`src/rtl/uart_rx_ext.sv`:
```
// rtl/uart_rx_ext.sv - parametrised oversampling UART receiver with parity, framing and break reporting
//
// Ports:
//   clk        system clock
//   rst_n      asynchronous active-low reset
//   tick       one-clk oversample strobe, OVERSAMPLE strobes per bit period
//   rx_in      serial line, idle high, asynchronous to clk
//   rx_out     last received data word, held until the next frame completes
//   rx_dv      one-clk pulse when a frame completes
//   parity_err parity mismatch on the last frame
//   frame_err  a stop bit sampled low on the last frame
//   break_det  one-clk pulse alongside rx_dv for a break frame
//   busy       high whenever the receiver is not idle
module uart_rx_ext #(
    parameter int DATA_WIDTH  = 8,
    parameter int PARITY_MODE = 0,
    parameter int STOP_BITS   = 1,
    parameter int OVERSAMPLE  = 16
) (
    input  logic                  clk,
    input  logic                  rst_n,
    input  logic                  tick,
    input  logic                  rx_in,
    output logic [DATA_WIDTH-1:0] rx_out,
    output logic                  rx_dv,
    output logic                  parity_err,
    output logic                  frame_err,
    output logic                  break_det,
    output logic                  busy
);

    localparam int M  = OVERSAMPLE / 2;
    localparam int CW = $clog2(OVERSAMPLE);
    localparam int BW = $clog2(DATA_WIDTH);

    localparam logic [CW-1:0] S_LO  = CW'(M - 1);
    localparam logic [CW-1:0] S_MID = CW'(M);
    localparam logic [CW-1:0] S_DEC = CW'(M + 1);
    localparam logic [CW-1:0] S_END = CW'(OVERSAMPLE - 1);
    localparam logic [BW-1:0] B_LAST = BW'(DATA_WIDTH - 1);

    typedef enum logic [2:0] {IDLE, START, DATA, PARITY, STOP, BRK} state_t;

    state_t                  state_q;
    logic                    rx_meta_q, rx_s_q;
    logic [CW-1:0]           s_cnt_q;
    logic [1:0]              samp_q;
    logic [DATA_WIDTH-1:0]   data_q;
    logic [BW-1:0]           bit_idx_q;
    logic                    stop_idx_q;
    logic                    perr_q, ferr_q, pbit_q;
    logic [DATA_WIDTH-1:0]   rx_out_q;
    logic                    rx_dv_q, parity_err_q, frame_err_q, break_det_q;

    logic maj, at_dec, at_end, parity_exp, last_stop, is_break;

    // The third sample is the live synchronized line at the decision tick.
    assign maj        = (samp_q[0] & samp_q[1]) | (samp_q[0] & rx_s_q) | (samp_q[1] & rx_s_q);
    assign at_dec     = tick && (s_cnt_q == S_DEC);
    assign at_end     = tick && (s_cnt_q == S_END);
    assign parity_exp = (PARITY_MODE == 1) ? ^data_q : ~^data_q;
    assign last_stop  = (stop_idx_q == 1'(STOP_BITS - 1));
    // Break: everything low, including any earlier stop bit (latched in ferr_q).
    assign is_break   = (data_q == '0) && ((PARITY_MODE == 0) || !pbit_q) && !maj
                        && ((STOP_BITS == 1) || ferr_q);

    always_ff @(posedge clk or negedge rst_n) begin
        if (!rst_n) begin
            state_q      <= IDLE;
            rx_meta_q    <= 1'b1;
            rx_s_q       <= 1'b1;
            s_cnt_q      <= '0;
            samp_q       <= '0;
            data_q       <= '0;
            bit_idx_q    <= '0;
            stop_idx_q   <= 1'b0;
            perr_q       <= 1'b0;
            ferr_q       <= 1'b0;
            pbit_q       <= 1'b0;
            rx_out_q     <= '0;
            rx_dv_q      <= 1'b0;
            parity_err_q <= 1'b0;
            frame_err_q  <= 1'b0;
            break_det_q  <= 1'b0;
        end else begin
            rx_meta_q   <= rx_in;
            rx_s_q      <= rx_meta_q;
            rx_dv_q     <= 1'b0;
            break_det_q <= 1'b0;

            // s_cnt is 0 in IDLE/BRK, so these never match outside a bit.
            if (tick && s_cnt_q == S_LO)  samp_q[0] <= rx_s_q;
            if (tick && s_cnt_q == S_MID) samp_q[1] <= rx_s_q;

            case (state_q)
                IDLE: begin
                    if (!rx_s_q) begin
                        state_q    <= START;
                        s_cnt_q    <= '0;
                        bit_idx_q  <= '0;
                        stop_idx_q <= 1'b0;
                        perr_q     <= 1'b0;
                        ferr_q     <= 1'b0;
                        pbit_q     <= 1'b0;
                    end
                end
                START: begin
                    if (at_dec && maj) begin
                        state_q <= IDLE;
                        s_cnt_q <= '0;
                    end else if (at_end) begin
                        state_q <= DATA;
                        s_cnt_q <= '0;
                    end else if (tick) begin
                        s_cnt_q <= s_cnt_q + 1'b1;
                    end
                end
                DATA: begin
                    if (at_dec) data_q <= {maj, data_q[DATA_WIDTH-1:1]};
                    if (at_end) begin
                        s_cnt_q <= '0;
                        if (bit_idx_q == B_LAST) state_q <= (PARITY_MODE != 0) ? PARITY : STOP;
                        else                     bit_idx_q <= bit_idx_q + 1'b1;
                    end else if (tick) begin
                        s_cnt_q <= s_cnt_q + 1'b1;
                    end
                end
                PARITY: begin
                    if (at_dec) begin
                        pbit_q <= maj;
                        perr_q <= (maj != parity_exp);
                    end
                    if (at_end) begin
                        state_q <= STOP;
                        s_cnt_q <= '0;
                    end else if (tick) begin
                        s_cnt_q <= s_cnt_q + 1'b1;
                    end
                end
                STOP: begin
                    if (at_dec && last_stop) begin
                        // Finish early so a back-to-back start edge is not missed.
                        rx_out_q     <= data_q;
                        rx_dv_q      <= 1'b1;
                        parity_err_q <= perr_q;
                        frame_err_q  <= ferr_q | ~maj;
                        break_det_q  <= is_break;
                        state_q      <= is_break ? BRK : IDLE;
                        s_cnt_q      <= '0;
                    end else begin
                        if (at_dec) ferr_q <= ferr_q | ~maj;
                        if (at_end) begin
                            stop_idx_q <= 1'b1;
                            s_cnt_q    <= '0;
                        end else if (tick) begin
                            s_cnt_q <= s_cnt_q + 1'b1;
                        end
                    end
                end
                BRK: begin
                    if (rx_s_q) state_q <= IDLE;
                end
                default: state_q <= IDLE;
            endcase
        end
    end

    assign rx_out     = rx_out_q;
    assign rx_dv      = rx_dv_q;
    assign parity_err = parity_err_q;
    assign frame_err  = frame_err_q;
    assign break_det  = break_det_q;
    assign busy       = (state_q != IDLE);

endmodule

```
`config.mk`:
```
export PLATFORM = sky130hd
export DESIGN_NAME = uart_rx_ext
export DESIGN_NICKNAME = d
export VERILOG_FILES = /design/src/rtl/uart_rx_ext.sv
export SDC_FILE = /design/constraint.sdc
export NUM_CORES = 1
export LEC_CHECK = 0
export CORE_ASPECT_RATIO = 1.5
export CORE_UTILIZATION = 40
export CTS_CLUSTER_SIZE = 16
export DETAILED_ROUTE_END_ITERATION = 6
export SYNTH_ARGS = -nofsm -noshare
export SYNTH_HDL_FRONTEND = slang
export SYNTH_SLANG_ARGS = --single-unit
```
`constraint.sdc`:
```
create_clock -name clk -period 5.2 [get_ports clk]
set_input_delay 1.56 -clock clk [delete_from_list [all_inputs] [get_ports clk]]
set_output_delay 1.56 -clock clk [all_outputs]
set_load 0.1 [all_outputs]
```
After elaboration in Yosys (flattened, before gate mapping)
Cells that the tools add are included.
Storage, ports and cells
  bits of input ports: 4
  logic and storage cells: 107
  register bits after elaboration: 37
  output and inout bits: 13
Operators by class
  muxes and demuxes: 33
  eq/ne operators: 23
  bitwise logic cells: 8
  add/sub/neg operators: 2
  reductions and logical operators: 25
Operators with widths (number)
  $mux W3: 12
  $ne A2 B2 Y1 const B: 11
  $mux W4: 5
  $pmux W3 S6: 1
  $pmux W4 S4: 1
  $eq A4 B4 Y1 const B: 3
  $reduce_and A4 Y1: 3
  $mux W1: 10
  $eq A3 B3 Y1 const B: 3
  $logic_not A8 Y1: 1
  $reduce_xnor A8 Y1: 1
  $logic_and A1 B1 Y1: 7
  $reduce_and A7 Y1: 1
  $eq A3 B2 Y1 const B: 2
  $pmux W1 S2: 3
  $pmux W3 S2: 1
  $reduce_and A2 Y1: 3
  $reduce_bool A2 Y1: 3
  $add A4 B1 Y4 const B: 1
  $eq A4 B3 Y1 const B: 1
  $reduce_bool A4 Y1: 1
  $add A3 B1 Y3 const B: 1
  $and A1 B1 Y1: 3
  $eq A3 B1 Y1 const B: 1
  other kinds (9): 12

Depth between registers and ports, before layout
Gate-level depths: netlist of run 1.
  word-level depth: 8
  depth in mapped cells: 9
  depth with buffers taken out: 6

Worst setup path before layout of run 1
OpenSTA, ideal clock, no wires.
  path kind: register -> output
  from: register state_q[0]
  to: output port busy
  slack: 2.227 ns
  arrival time: 1.413 ns
  stages on the path, launching flop included: 3
  required time: 3.640 ns
  path buffers: 1
  cells stage by stage: dfrtp_1 > or3_1 > clkbuf_1
Between the ends
  word-level cells in the longest chain between the ends: 1
RTL lines
  from (decl): line 44  | state_t state_q;
  from (signal assigned): line 122  | if (bit_idx_q == B_LAST) state_q <= (PARITY_MODE != 0) ? PARITY : STOP;
  from (signal assigned): line 148  | state_q <= is_break ? BRK : IDLE;
  $reduce_bool A3 Y1: line 173  | assign busy = (state_q != IDLE);
  to (decl): line 29  | output logic busy
Every way passes these cells.

Final worst setup path of run 1
Ends and elaborated chain as after synthesis.

==> key figures, run 1 <==
Critical path
  • Critical register-to-register path startpoint: s_cnt_q[1]
  • Worst R2R Setup Slack: around 3.2 ns
  • Crit path launch: state_q[0]
  • Maximum fanout count along the critical path: 16
  • Category of the worst setup path launch point: flip-flop
  • CP arrival: 2.36 ns
  • WS Path Type: flip-flop to output pin
  • End of the worst register-to-register path: rx_out[3]
  • Critical path endpoint: busy
  • Cells on worst reg2reg path: 5
  • Capturing element type of the critical path: output pin
  • Worst endpoint required time: 3.64 ns

Placed design
  • Count of buffers inserted at the top-level ports: 16
  • Sum of net half-perimeters after detailed placement: 2.80 mm
  • Cell Area, Placed: approximately 2100 µm²
  • Number of instances in the placed design: roughly 240
  • Weighted congestion at the end of routability-driven global placement: 0.834

Logic synthesis
  • Post-synthesis net count: between 150 and 200
  • Share of synthesized registers carrying an async set or reset: 100%
  • Register bit total from synthesis: 37
  • Post-synthesis sequential area ratio: between 40 and 50%
  • Avg Inst Size Synth: 11.0 µm²
  • Yosys cell types: between 40 and 50
  • Primary FF master, synth: sky130_fd_sc_hd__dfrtp_1
  • Post-synth EDFFs: 0
  • Synthesis warning total: 0
  • Gate count after technology mapping: 175
  • Post-synth design cell area: ~1900 µm²

Cells and area
  • Layout Area Growth over Synthesis: 12.9%
  • Final cell area excluding filler cells: between 2000 and 2500 µm²
  • Share of cells above drive strength 1: between 10% and 20%
  • Post-route insts no fill: between 200 and 300
  • Number of nets in the final layout: 200
  • Antenna diode count: 0
  • Number of fillers in the final layout: between 400 and 500
  • Footprint of the flip-flops and latches: between 900 and 1000 µm²
  • Multi-input logic area: ~860 µm²

Clock tree
  • # resized after CTS: 0
  • Post-CTS Hold Buffers: 0
  • Clk sinks: 37
  • Number of buffers inserted to repair setup after CTS: 0
  • Clock tree from TritonCTS: built
  • Number of CTS-inserted buffers: 5
  • Longest Clk Path Bufs: 2
  • Clock insertion delay at the later pin of the skew report: 0.29 ns
  • Master cell of the clock root buffer: sky130_fd_sc_hd__clkbuf_8
  • Clock edge transition at the registers on the reported setup and hold paths: 0.07 ns
  • H-tree depth: 2

Detailed routing
  • Routed via count: 1,360
  • Post-route DRC: 0
  • Routed length per instance: 15.1 µm
  • Number of nets still failing antenna checks after routing: 0
  • Number of vias per cell after detailed routing: roughly 5.4
  • TritonRoute pass-1 iters: 4
  • Overall routed net length: between 3 and 4 mm
  • Initial drt markers: 38

Floorplanning
  • Y dimension of the die: slightly below 90 µm
  • I/O pins: 17
  • Area of the die: roughly 5100 µm²
  • Placeable core region: roughly 4600 µm²
  • Initial Util: between 40% and 50%
  • Die X: slightly below 60 µm
  • Cell row count: 30

Global route
  • Wire length of the first global-routing pass: 6.27 mm
  • Maximum number of pins on one net before global-route repair: 38
  • Global-route usage over all layers: about 16%
  • Number of global-route vias before repair: 1,428
  • Antenna violations before repair: 0
  • Sum of overflow across all layers after global routing: 0

Timing
  • Peak Freq: approximately 260 MHz
  • Max-slew violation count: 0
  • Worst slew margin relative to its limit: a little over a third
  • Final critical-path share of the clock period: 75.4%
  • Post-route setup TNS: 0 ns
  • Setup repair after global routing missed its margin: false
  • Final setup fails: 0
  • Max Clock Skew: approximately 0.0073 ns
  • Final critical path time including I/O delays and setup: between 3 and 4 ns
  • Hold Worst Slack: roughly 0.36 ns
  • Transition at the pin with the smallest max-transition slack: roughly 0.97 ns
  • Hold violation count in the final report: 0

Pwr
  • Power per standard cell area: 374 nW/µm²
  • Total leakage power: between 1 and 1.5 nW
  • Design Power: roughly 0.8 mW
  • VDD IR max: around 0.30 mV

Job
  • Maximum Capacitance Violations: 0

Hold path
  • Worst hold-check path type: flip-flop to flip-flop

Status
  • Outcome: completed
[layout make-up]
type | count | area share (%)
inverters | 16 | 2.75
flip-flops and latches | 37 | 42.5
clock inverters | 2 | 0.631
well taps | 64 | 3.67
repair buffers | 16 | 7.11
clock buffers | 6 | 3.78
multi-input cells | 111 | 39.5
[placed cells by master (no fill, tap or decap), drive strengths merged, types with 3 or more instances in the layout]
cell and count:
nand2 15, dfrtp 35, o311a 3, o21ai 9, ha 9, clkbuf 6, xnor2 4, clkdlybuf4s50 15
mux2i 9, nand4 4, nor2 10, inv 16, nor3 4, nand2b 3, nand3 3, mux2 13
[worst min path at each step]
| stage | slack [ns] | cells past startpoint | end | from |
|---|---|---|---|---|
| after floorplan | 0.35 | 0 | rx_s_q | rx_meta_q |
| after global placement | 0.35 | 0 | rx_s_q | rx_meta_q |
| after detailed placement | 0.35 | 0 | rx_s_q | rx_meta_q |
| after CTS | 0.36 | 0 | rx_s_q | rx_meta_q |
| after global routing | 0.36 | 0 | rx_s_q | rx_meta_q |
| final | 0.36 | 0 | rx_s_q | rx_meta_q |
[worst max-delay path, stage by stage, from the launching register on]
cell,delay (ns)
sky130_fd_sc_hd__dfrtp_1,0.63
sky130_fd_sc_hd__or3_1,0.28
sky130_fd_sc_hd__clkdlybuf4s50_1,1.16
[metal layers]
metal  global-route usage, %  part of all wire [%]  routed length (µm)
met1                    16.7                    39                1480
met2                    30.7                    55                2080
met3                    4.01                   4.1                 156
met4                    7.36                   2.2                  85
met5                       0                     0                   0
[cell families after synthesis]
kind of cell / Yosys count / synth area share (%)
AO/OA/AOI/OAI: 24 / 8.87
XOR/XNOR: 4 / 1.81
adder cells (fa/ha/maj): 10 / 6.41
buffers and inverters: 27 / 7.38
flip-flops: 37 / 48.0
multiplexers: 22 / 13.4
AND/OR/NAND/NOR: 51 / 14.1
[through the flow]
stage          utilization [%]  worst slack, ns
2_1_floorplan                -             2.23
3_3_place_gp              45.5             1.68
3_5_place_dp              45.5             1.65
4_1_cts                   47.7             1.33
5_1_grt                   47.7             1.25
6_report                  47.7             1.28
[flip-flops by register name, summed over array words and instances (netlist names), 2 cells and up]
| signal | cells |
|---|---|
| s_cnt_q | 4 |
| data_q | 8 |
| state_q | 3 |
| samp_q | 2 |
| bit_idx_q | 3 |
| rx_out | 8 |
[synthesized netlist by cell type (all sizes together) (2+ instances only)]
cell,instances,share of area (%)
dfrtp,35,45
clkbuf,3,0.58
ha,9,5.8
mux2i,9,4.7
nor3,4,1.0
nand4b,2,0.91
o21ai,9,2.3
o311a,3,1.6
nand4,4,1.3
dfstp,2,2.7
nor2,10,1.9
inv,16,3.1
nor3b,2,0.78
and4,2,1.0
buf,8,3.7
xnor2,4,1.8
a21oi,2,0.52
and2,2,0.65
mux2,13,8.7
a31oi,2,0.65
nand2b,3,0.97
nand2,15,3.0
a32oi,2,0.91
nand3,3,0.78
[power by group]
part	total (mW)	switching [mW]	internal, mW
clock	0.209	0.102	0.107
combinational	0.237	0.151	0.0860
sequential	0.371	0.0534	0.318
total	0.817	0.306	0.511
No activity file was read; power rests on OpenSTA's default activity.
==> run 2, diff against run 1 <==
clock period = 3.3 ns   (was 5.2 ns; I/O delays follow)
==> run 2 against run 1 <==
Effect of this change:
- sequential share of layout area is 0.97 points higher
- register-to-register slack worse by 1.9 ns
- critical path depth is 2 higher
- sequential power is 58% higher
- setup slack worse by 0.62 ns
- worst hold slack worse by 0.0026 ns
- clock skew is 0.0026 ns higher
- first-iteration DRC count is 84% higher
- via count is 0.22% higher
- clock-buffer cell count is 2 higher
- design area is 2.2% lower
- global-route usage is 0.34 points lower
==> key figures, run 2 (synthesis gave the netlist of run 1 again) <==
Status
  • Outcome: completed

Pwr
  • Total leakage power: 1.07 nW (+1.3%)
  • Design Power: 1.24 mW (+52%)
  • VDD IR max: 0.598 mV (+100%)
  • Power per standard cell area: 582 nW/µm² (+55%)

Critical path
  • Max incr delay on CP: 0.65 ns (-0.51 ns)
  • Worst path depth: 4 (+2)
  • Number of buffers and inverters on the critical path: 1 (unchanged)
  • CP arrival: 2.81 ns (+0.45 ns)
  • Cells on worst reg2reg path: 5 (unchanged)
  • Max stage delay cell, worst path: sky130_fd_sc_hd__clkdlybuf4s50_1
  • Worst endpoint required time: 3.47 ns (-0.17 ns)
  • Capturing element type of the critical path: flip-flop
  • Cell chain of the critical path: clkdlybuf4s50_1, and4b_1, and4_4, mux2_2
  • Maximum fanout count along the critical path: 13 (-3)
  • Critical path's top delay family: simple AND/OR/NAND/NOR gates
  • Category of the worst setup path launch point: primary input
  • WS Path Type: primary input to flip-flop

Detailed routing
  • Post-route DRC: 0 (unchanged)
  • Routed via count: 1,363 (+0.22%)
  • Number of nets still failing antenna checks after routing: 0 (unchanged)
  • Routed length per instance: 14.1 µm (-6.3%)
  • Number of vias per cell after detailed routing: 5.41 (+0.22%)
  • Initial drt markers: 70 (+84%)
  • Overall routed net length: 3.56 mm (-6.3%)
  • TritonRoute pass-1 iters: 4 (unchanged)

Timing
  • Hold violation count in the final report: 0 (unchanged)
  • Final critical-path share of the clock period: between 80 and 90%
  • Max-slew violation count: 0 (unchanged)
  • Peak Freq: between 300 and 400 MHz
  • Max Clock Skew: 0.00986 ns (+0.00257 ns)
  • Setup repair after global routing missed its margin: false
  • Final setup fails: 0 (unchanged)
  • Final critical path time including I/O delays and setup: between 2 and 3 ns
  • Worst slew margin relative to its limit: 46.2% (+11 points)
  • Post-route setup TNS: 0 ns (unchanged)
  • Transition at the pin with the smallest max-transition slack: 0.806 ns (-0.164 ns)

Global route
  • Wire length of the first global-routing pass: 6.19 mm (-1.2%)
  • Number of global-route vias before repair: 1,398 (-2.1%)
  • Antenna violations before repair: 0 (unchanged)
  • Maximum number of pins on one net before global-route repair: 38 (unchanged)
  • Global-route usage over all layers: 16.1% (-0.34 points)
  • Sum of overflow across all layers after global routing: 0 (unchanged)

Placed design
  • Weighted congestion at the end of routability-driven global placement: 0.784 (-5.9%)
  • Count of buffers inserted at the top-level ports: 16 (unchanged)
  • Cell Area, Placed: 2050 µm² (-1.6%)
  • Sum of net half-perimeters after detailed placement: 2.69 mm (-4.1%)

Clock tree
  • Master cell of the clock root buffer: sky130_fd_sc_hd__clkbuf_8
  • Post-CTS Hold Buffers: 0 (unchanged)
  • # resized after CTS: 0 (unchanged)
  • Number of buffers inserted to repair setup after CTS: 0 (unchanged)
  • Clk sinks: 37 (unchanged)
  • H-tree depth: 2 (unchanged)
  • Clock tree from TritonCTS: built
  • Longest Clk Path Bufs: 2 (unchanged)
  • Clock edge transition at the registers on the reported setup and hold paths: 0.06 ns (about the same)
  • Number of CTS-inserted buffers: 5 (unchanged)
  • Clock insertion delay at the later pin of the skew report: 0.28 ns (about the same)

Floorplanning
  • Placeable core region: 4580 µm² (unchanged)
  • Cell row count: 30 (unchanged)
  • Die X: 58.8 µm (unchanged)
  • Area of the die: 5120 µm² (unchanged)
  • Y dimension of the die: 87.1 µm (unchanged)
  • I/O pins: 17 (unchanged)
  • Initial Util: 42.2% (unchanged)

Cells and area
  • Number of fillers in the final layout: 451 (+2.7%)
  • Final cell area excluding filler cells: 2130 µm² (-2.2%)
  • Share of cells above drive strength 1: 20.7% (+5.3 points)
  • Multi-input logic area: 862 µm² (unchanged)
  • Most frequent cells in the layout: 35 x sky130_fd_sc_hd__dfrtp_1, 16 x sky130_fd_sc_hd__inv_1, 14 x sky130_fd_sc_hd__nand2_1, 13 x sky130_fd_sc_hd__buf_4, 10 x sky130_fd_sc_hd__nor2_1
  • Antenna diode count: 0 (unchanged)
  • Number of nets in the final layout: 200 (unchanged)
  • Most common cell after layout, fill and taps aside: sky130_fd_sc_hd__dfrtp_1
  • Footprint of the flip-flops and latches: 928 µm² (unchanged)
  • Layout Area Growth over Synthesis: 10.4%

Hold path
  • Cell depth of the worst min-delay path: 0 (unchanged)
  • Worst hold-check path type: flip-flop to flip-flop

Job
  • Maximum Capacitance Violations: 0 (unchanged)
-- run 2: cell type report --
| type | instances | area share (%) |
|---|---|---|
| Timing Repair Buffer | 16 | 5.75 |
| Multi-Input combinational cell | 111 | 40.4 |
| Sequential cell | 37 | 43.5 |
| Clock buffer | 8 | 3.75 |
| Inverter | 16 | 2.82 |
| Tap cell | 64 | 3.75 |
-- run 2: metal layers --
metal / part of all wire (%) / GRT usage, % / vias to the layer above
li1: - / - / 634
met1: 39 / 16.6 / 690
met2: 55 / 29.9 / 31
met3: 2.9 / 3.42 / 8
met4: 2.1 / 7.79 / 0
met5: 0 / 0 / -
-- run 2: report_power, final --
part	total [mW]	switching (mW)	internal, mW
Combinational	0.362	0.231	0.131
Sequential	0.585	0.0841	0.501
Clock	0.294	0.144	0.150
Total	1.24	0.459	0.782
-- run 2: worst register-to-register path: stages, from the launching register on --
cell and delay, ns:
sky130_fd_sc_hd__dfrtp_1 0.42, sky130_fd_sc_hd__inv_1 0.10, sky130_fd_sc_hd__ha_1 0.17, sky130_fd_sc_hd__and4b_1 0.36
sky130_fd_sc_hd__and4_4 0.41, sky130_fd_sc_hd__mux2_2 0.36
-- run 2: path summary, 6_finish.rpt --
kind / startpoint / end / slack [ns]
worst max-delay path: tick / rx_out[2] / 0.66
worst min-delay path: rx_meta_q / rx_s_q / 0.36
worst max register to register: s_cnt_q[1] / rx_out[2] / 1.36
worst min register to register: rx_meta_q / rx_s_q / 0.36
max in group asynchronous: rst_n / rx_out[4] / 1.99
min in group asynchronous: rst_n / perr_q / 0.80
-- run 2: per-stage QoR --
| stage | hold slack, ns | cells | utilization (%) | setup WS, ns |
|---|---|---|---|---|
| 2_1_floorplan | 0.345 | 175 | - | 0.897 |
| 3_3_place_gp | 0.346 | 244 | 44.8 | 0.419 |
| 3_5_place_dp | 0.347 | 244 | 44.8 | 0.365 |
| 5_1_grt | 0.365 | 252 | 46.6 | 0.595 |
| 6_report | 0.355 | 252 | 46.6 | 0.658 |
| 4_1_cts | 0.357 | 252 | 46.6 | 0.658 |
==> run 3, diff against run 2 <==
clock period = 2.3 ns   (was 3.3 ns; I/O delays follow)
==> run 3 against run 2 <==
Effect of this change:
- via count is the same
- first-iteration DRC count shrank 31%
- final cell count is 3.6% higher
- non-clock buffer count is 9 higher
- combinational power up 77%
- sequential share of layout area fell by 2.3 points
- setup slack got worse by 0.45 ns
- clock-buffer cell count is 2 lower
- core utilization increased by 2.6 points
- global-route usage grew 0.21 points
- wire length grew 2.0%
- register-to-register slack worse by 0.86 ns
==> key figures, run 3 (synthesis gave the netlist of run 1 again) <==
Status
  • Outcome: completed

Cells and area
  • Share of cells above drive strength 1: 25.9% (+5.1 points)
  • Number of nets in the final layout: 209 (+4.5%)
  • Final cell area excluding filler cells: 2250 µm² (+5.6%)
  • Layout Area Growth over Synthesis: 16.6%
  • Most frequent cells in the layout: 35 x sky130_fd_sc_hd__dfrtp_1, 21 x sky130_fd_sc_hd__buf_4, 16 x sky130_fd_sc_hd__inv_1, 14 x sky130_fd_sc_hd__nand2_1, 10 x sky130_fd_sc_hd__nor2_1
  • Antenna diode count: 0 (unchanged)
  • Most common cell after layout, fill and taps aside: sky130_fd_sc_hd__dfrtp_1

Timing
  • Worst slew margin relative to its limit: 46.0% (-0.19 points)
  • Max-slew violation count: 0 (unchanged)
  • Transition at the pin with the smallest max-transition slack: 0.809 ns (+0.00286 ns)
  • Final critical-path share of the clock period: between 90% and 100%
  • Final critical path time including I/O delays and setup: 2.10 ns
  • Peak Freq: ~480 MHz
  • Hold violation count in the final report: 0 (unchanged)
  • Setup repair after global routing missed its margin: false
  • Max Clock Skew: 0.00590 ns (-0.00396 ns)
  • Final setup fails: 0 (unchanged)
  • Post-route setup TNS: 0 ns (unchanged)

Pwr
  • VDD IR max: 0.477 mV (-20%)
  • Power per standard cell area: 894 nW/µm² (+54%)
  • Total leakage power: 1.14 nW (+6.2%)
  • Design Power: 2.01 mW (+62%)

Placed design
  • Count of buffers inserted at the top-level ports: 16 (unchanged)
  • Weighted congestion at the end of routability-driven global placement: 0.822 (+4.8%)
  • Sum of net half-perimeters after detailed placement: 2.69 mm (-0.13%)
  • Cell Area, Placed: 2130 µm² (+3.9%)

Critical path
  • Critical register-to-register path startpoint: s_cnt_q[1]
  • Cells on worst reg2reg path: 7 (+2)
  • WS Path Type: flip-flop to output pin
  • Worst R2R Setup Slack: 0.50 ns (-0.86 ns)
  • CP arrival: 1.41 ns (-1.40 ns)
  • Worst endpoint required time: 1.61 ns (-1.86 ns)
  • Category of the worst setup path launch point: flip-flop
  • Maximum fanout count along the critical path: 5 (-8)
  • Capturing element type of the critical path: output pin
  • End of the worst register-to-register path: state_q[0]

Clock tree
  • Clock insertion delay at the later pin of the skew report: 0.29 ns (about the same)
  • Number of CTS-inserted buffers: 5 (unchanged)
  • Clock tree from TritonCTS: built
  • H-tree depth: 2 (unchanged)
  • Number of buffers inserted to repair setup after CTS: 0 (unchanged)
  • Clk sinks: 37 (unchanged)
  • Master cell of the clock root buffer: sky130_fd_sc_hd__clkbuf_8
  • Longest Clk Path Bufs: 2 (unchanged)
  • # resized after CTS: 0 (unchanged)
  • Clock edge transition at the registers on the reported setup and hold paths: 0.07 ns (about the same)
  • Post-CTS Hold Buffers: 0 (unchanged)

Hold path
  • Worst hold-check path type: flip-flop to flip-flop
  • Beginning of the worst hold path: rx_meta_q
  • Hold-critical path endpoint: rx_s_q
  • Cell depth of the worst min-delay path: 0 (unchanged)

Global route
  • Maximum number of pins on one net before global-route repair: 38 (unchanged)
  • Sum of overflow across all layers after global routing: 0 (unchanged)
  • Global-route usage over all layers: 16.3% (+0.21 points)
  • Number of global-route vias before repair: 1,412 (+1.0%)
  • Wire length of the first global-routing pass: 6.20 mm (+0.23%)
  • Antenna violations before repair: 0 (unchanged)

Detailed routing
  • Initial drt markers: 48 (-31%)
  • Routed via count: 1,363 (unchanged)
  • Number of nets still failing antenna checks after routing: 0 (unchanged)
  • Number of vias per cell after detailed routing: 5.22 (-3.4%)
  • Post-route DRC: 0 (unchanged)
  • Routed length per instance: 13.9 µm (-1.5%)
  • Overall routed net length: 3.63 mm (+2.0%)
  • TritonRoute pass-1 iters: 4 (unchanged)

Job
  • Maximum Capacitance Violations: 0 (unchanged)

Floorplanning
  • Placeable core region: 4580 µm² (unchanged)
  • I/O pins: 17 (unchanged)
  • Cell row count: 30 (unchanged)
  • Die X: 58.8 µm (unchanged)
  • Initial Util: 42.2% (unchanged)
  • Y dimension of the die: 87.1 µm (unchanged)
  • Area of the die: 5120 µm² (unchanged)
[run 3: cell type report]
type,count,area (µm²)
fill,445,2330
sequential,37,928
tap,64,80.1
inverter,16,60.1
timing repair buffer,25,203
clock buffer,6,82.6
multi-input combinational,111,862
clock inverter,2,37.5
[run 3: how the worst max path moves through the flow]
stage,to,from
after global placement,rx_out[1],tick
after detailed placement,rx_out[3],tick
final,busy,state_q[2]
after floorplan,busy,state_q[0]
after global routing,busy,state_q[2]
after CTS,busy,state_q[2]
[run 3: worst max-delay path: stages, from the launching register on]
cell	delay, ns
sky130_fd_sc_hd__dfrtp_1	0.38
sky130_fd_sc_hd__or3_1	0.51
sky130_fd_sc_hd__buf_12	0.23
[run 3: power by group]
part           switching (mW)  internal [mW]  total (mW)  leakage, nW
Sequential             0.0670          0.719       0.786        0.466
Combinational           0.397          0.244       0.642        0.612
Clock                   0.234          0.352       0.587       0.0574
[run 3: stage by stage]
| step | worst slack [ns] | util (%) | instances | hold slack, ns |
|---|---|---|---|---|
| 3_5_place_dp | 0.00577 | 46.6 | 253 | 0.349 |
| 5_1_grt | 0.160 | 49.2 | 261 | 0.366 |
| 2_1_floorplan | 0.197 | - | 175 | 0.345 |
| 6_report | 0.204 | 49.2 | 261 | 0.359 |
| 4_1_cts | 0.198 | 49.2 | 261 | 0.360 |
| 3_3_place_gp | 0.0255 | 46.6 | 253 | 0.347 |
[run 3: per-layer routing]
layer,vias to the layer above,GRT usage (%),routed length [µm]
li1,652,-,-
met1,682,17.3,1440
met2,23,29.1,1990
met3,6,4.46,126
met4,0,7.79,79
met5,-,0,0
==> variant (flow settings as in run 3) <==
`PARITY_MODE`: 0 -> 1.
--- a/src/rtl/uart_rx_ext.sv
+++ b/src/rtl/uart_rx_ext.sv
@@ -15,3 +15,3 @@
     parameter int DATA_WIDTH  = 8,
-    parameter int PARITY_MODE = 0,
+    parameter int PARITY_MODE = 1,
     parameter int STOP_BITS   = 1,
Formal check against the unedited RTL: no difference found for any inputs over 10 cycles, from zero or initial values and one cycle with rst_n low; that may be too few to reach the edited logic, so the function may still have changed.
==> variant against run 3 <==
- sequential cell count increased by 1
- routed wire length increased by 11%
- combinational power fell by 40%
- largest cell class unchanged
- final cell count increased by 10%
- final area increased by 5.3%
- register-to-register slack lost 0.11 ns
- maximum frequency shrank 1.9%
- synthesized area is 7.1% higher
- total power is 16% lower
- global-route usage is 0.53 points higher
- worst setup slack got worse by 0.041 ns
- sequential power is 7.5% higher
==> variant: results (changes against run 3) <==
- Root buf cell: clkbuf_8
- Register area share after synthesis: 0.460 (-0.0198)
- Synth Area in Compound Gates: 0.143 (+0.0539)
- Skew final: 0.00355 ns (-0.00235 ns)
- Setup bufs post-CTS: 0 (unchanged)
- Placed Area: 2280 um^2 (+6.9%)
- First DRT Iteration DRCs: 40 (-17%)
- Worst vdd ir: 0.365 mV (-24%)
- Initial antenna violation count: 0 (unchanged)
- Grt met3 use: 0.0432 (-0.00141)
- Drt first pass iters: 4 (unchanged)
- Final Wtd Congestion: 0.771 (-6.1%)
- Status: finished, final reports clean
- Nets: 233 (+11%)
- Adder-cell share of the synthesized area: 0.0592 (-0.00486)
- Global-route wire length before repair: 6.89 mm (+11%)
- Depth of the most critical reg-to-reg path: 7 (unchanged)
- CTS buffer count: 5 (unchanged)
- Final hold vios: 0 (unchanged)
- Mux cell area share after synthesis: 0.0870 (-0.0470)
- Distinct cells, synth: 47 (+12%)
- Worst slack, placed: -0.163 ns (-0.169 ns)
- Met1 usage: 0.185 (+0.0119)
- Largest net degree at the start of global routing: 35 (-7.9%)
- Post-Syn Nets: 209 (+11%)
- Top post-synthesis cells by area: dfrtp_1 44%, ha_1 5.4%, mux2_2 4.4%, mux2_4 4.4%, o21ai_0 4.1%
- Share of layout cells above drive strength 1: 0.267 (+0.00809)
- Slew Limit Fails: 0 (unchanged)
- Cts hold-fix bufs: 0 (unchanged)
- Xor and xnor area share after synthesis: 0.0211 (+0.00303)
- Skew-Pair Late Insertion Delay: 0.29 ns (about the same)
- Min-Delay Path Class: register to register
- DP Wirelength: 2.89 mm (+7.5%)
- Yosys warning count: 0 (unchanged)
- Arr. time, crit path: 2.33 ns (+0.92 ns)
- Async set-or-reset flop fraction in the synthesized netlist: 1.00 (unchanged)
- Clock Tree Buf Depth: 2 (unchanged)
- Antenna cell count: 0 (unchanged)
- Synth top cells by count: 36 x dfrtp_1, 20 x nand2_1, 18 x inv_1
- Vias per inst: 5.21 (-0.25%)
- Input/output buffers: 16 (unchanged)
- M2 GR Usage: 0.290 (-0.00103)
- Clk slew on worst S/H paths: 0.07 ns (about the same)
- Hold Path Depth: 0 (unchanged)
- Routed WL: 4.05 mm (+11%)
- Vias in the first global route: 1516 (+7.4%)
- CP max FO: 6 (+1)
- Slew HR: 0.497 (+0.0362)
- GRT Total Usage: 0.169 (+0.00535)
- Post-CTS resize count: 0 (unchanged)
- Post-synth top flop: dfrtp_1
- H-tree Lvls: 2 (unchanged)
- Leakage: 1.08 nW (-4.8%)
variant: worst paths after layout:
check | from | to | slack [ns]
setup / recovery | tick | s_cnt_q[1]$_DFFE_PN0P_ | 0.16
hold / removal | rx_meta_q$_DFF_PN1_ | rx_s_q$_DFF_PN1_ | 0.36
setup reg to reg | s_cnt_q[1]$_DFFE_PN0P_ | s_cnt_q[1]$_DFFE_PN0P_ | 0.39
hold reg to reg | rx_meta_q$_DFF_PN1_ | rx_s_q$_DFF_PN1_ | 0.36
max in group asynchronous | rst_n | data_q[2]$_DFFE_PN0P_ | 1.29
min in group asynchronous | rst_n | rx_out[7]$_DFFE_PN0P_ | 0.47
variant: critical path, cell delays in order:
cell,delay (ns)
clkdlybuf4s50_1,0.49
and4b_1,0.29
buf_4,0.17
a2111oi_4,0.37
nor2_2,0.09
o31ai_1,0.24
variant: final cells by class:
| class | count | area (um^2) |
|---|---|---|
| Fill cell | 495 | 2510 |
| Sequential cell | 38 | 953 |
| Multi-Input combinational cell | 126 | 930 |
| Timing Repair Buffer | 31 | 248 |
| Clock buffer | 7 | 86.3 |
| Tap cell | 66 | 82.6 |
| Inverter | 18 | 67.6 |
| Clock inverter | 1 | 5.00 |
variant: kinds of logic (layout without fill, tap and decap cells):
family	after synthesis	in the layout
AOI/OAI and AO/OA	42	42
xor gates and xnor gates	5	5
adders and majority gates	10	10
buffers and inverters	32	57
DFF	38	38
muxes	14	14
and+or+nand+nor	55	55
variant: per-stage QoR:
stage / cells / hold slack, ns / setup TNS, ns / util
6_report: 287 / 0.359 / 0 / 0.485
3_5_place_dp: 279 / 0.348 / -1.64 / 0.467
2_1_floorplan: 196 / 0.345 / 0 / -
4_1_cts: 287 / 0.361 / 0 / 0.485
5_1_grt: 287 / 0.362 / 0 / 0.485
3_3_place_gp: 279 / 0.346 / -1.03 / 0.467
variant: metal layers:
metal,routed length [um],part of all wire
met1,1710,0.42
met2,2110,0.52
met3,109,0.027
met4,115,0.028
met5,0,0
variant: report_power, final:
part	internal [mW]	total, mW	switching [mW]	leakage (nW)
logic	0.190	0.388	0.198	0.539
clock network	0.242	0.466	0.224	0.0482
registers	0.754	0.845	0.0917	0.494
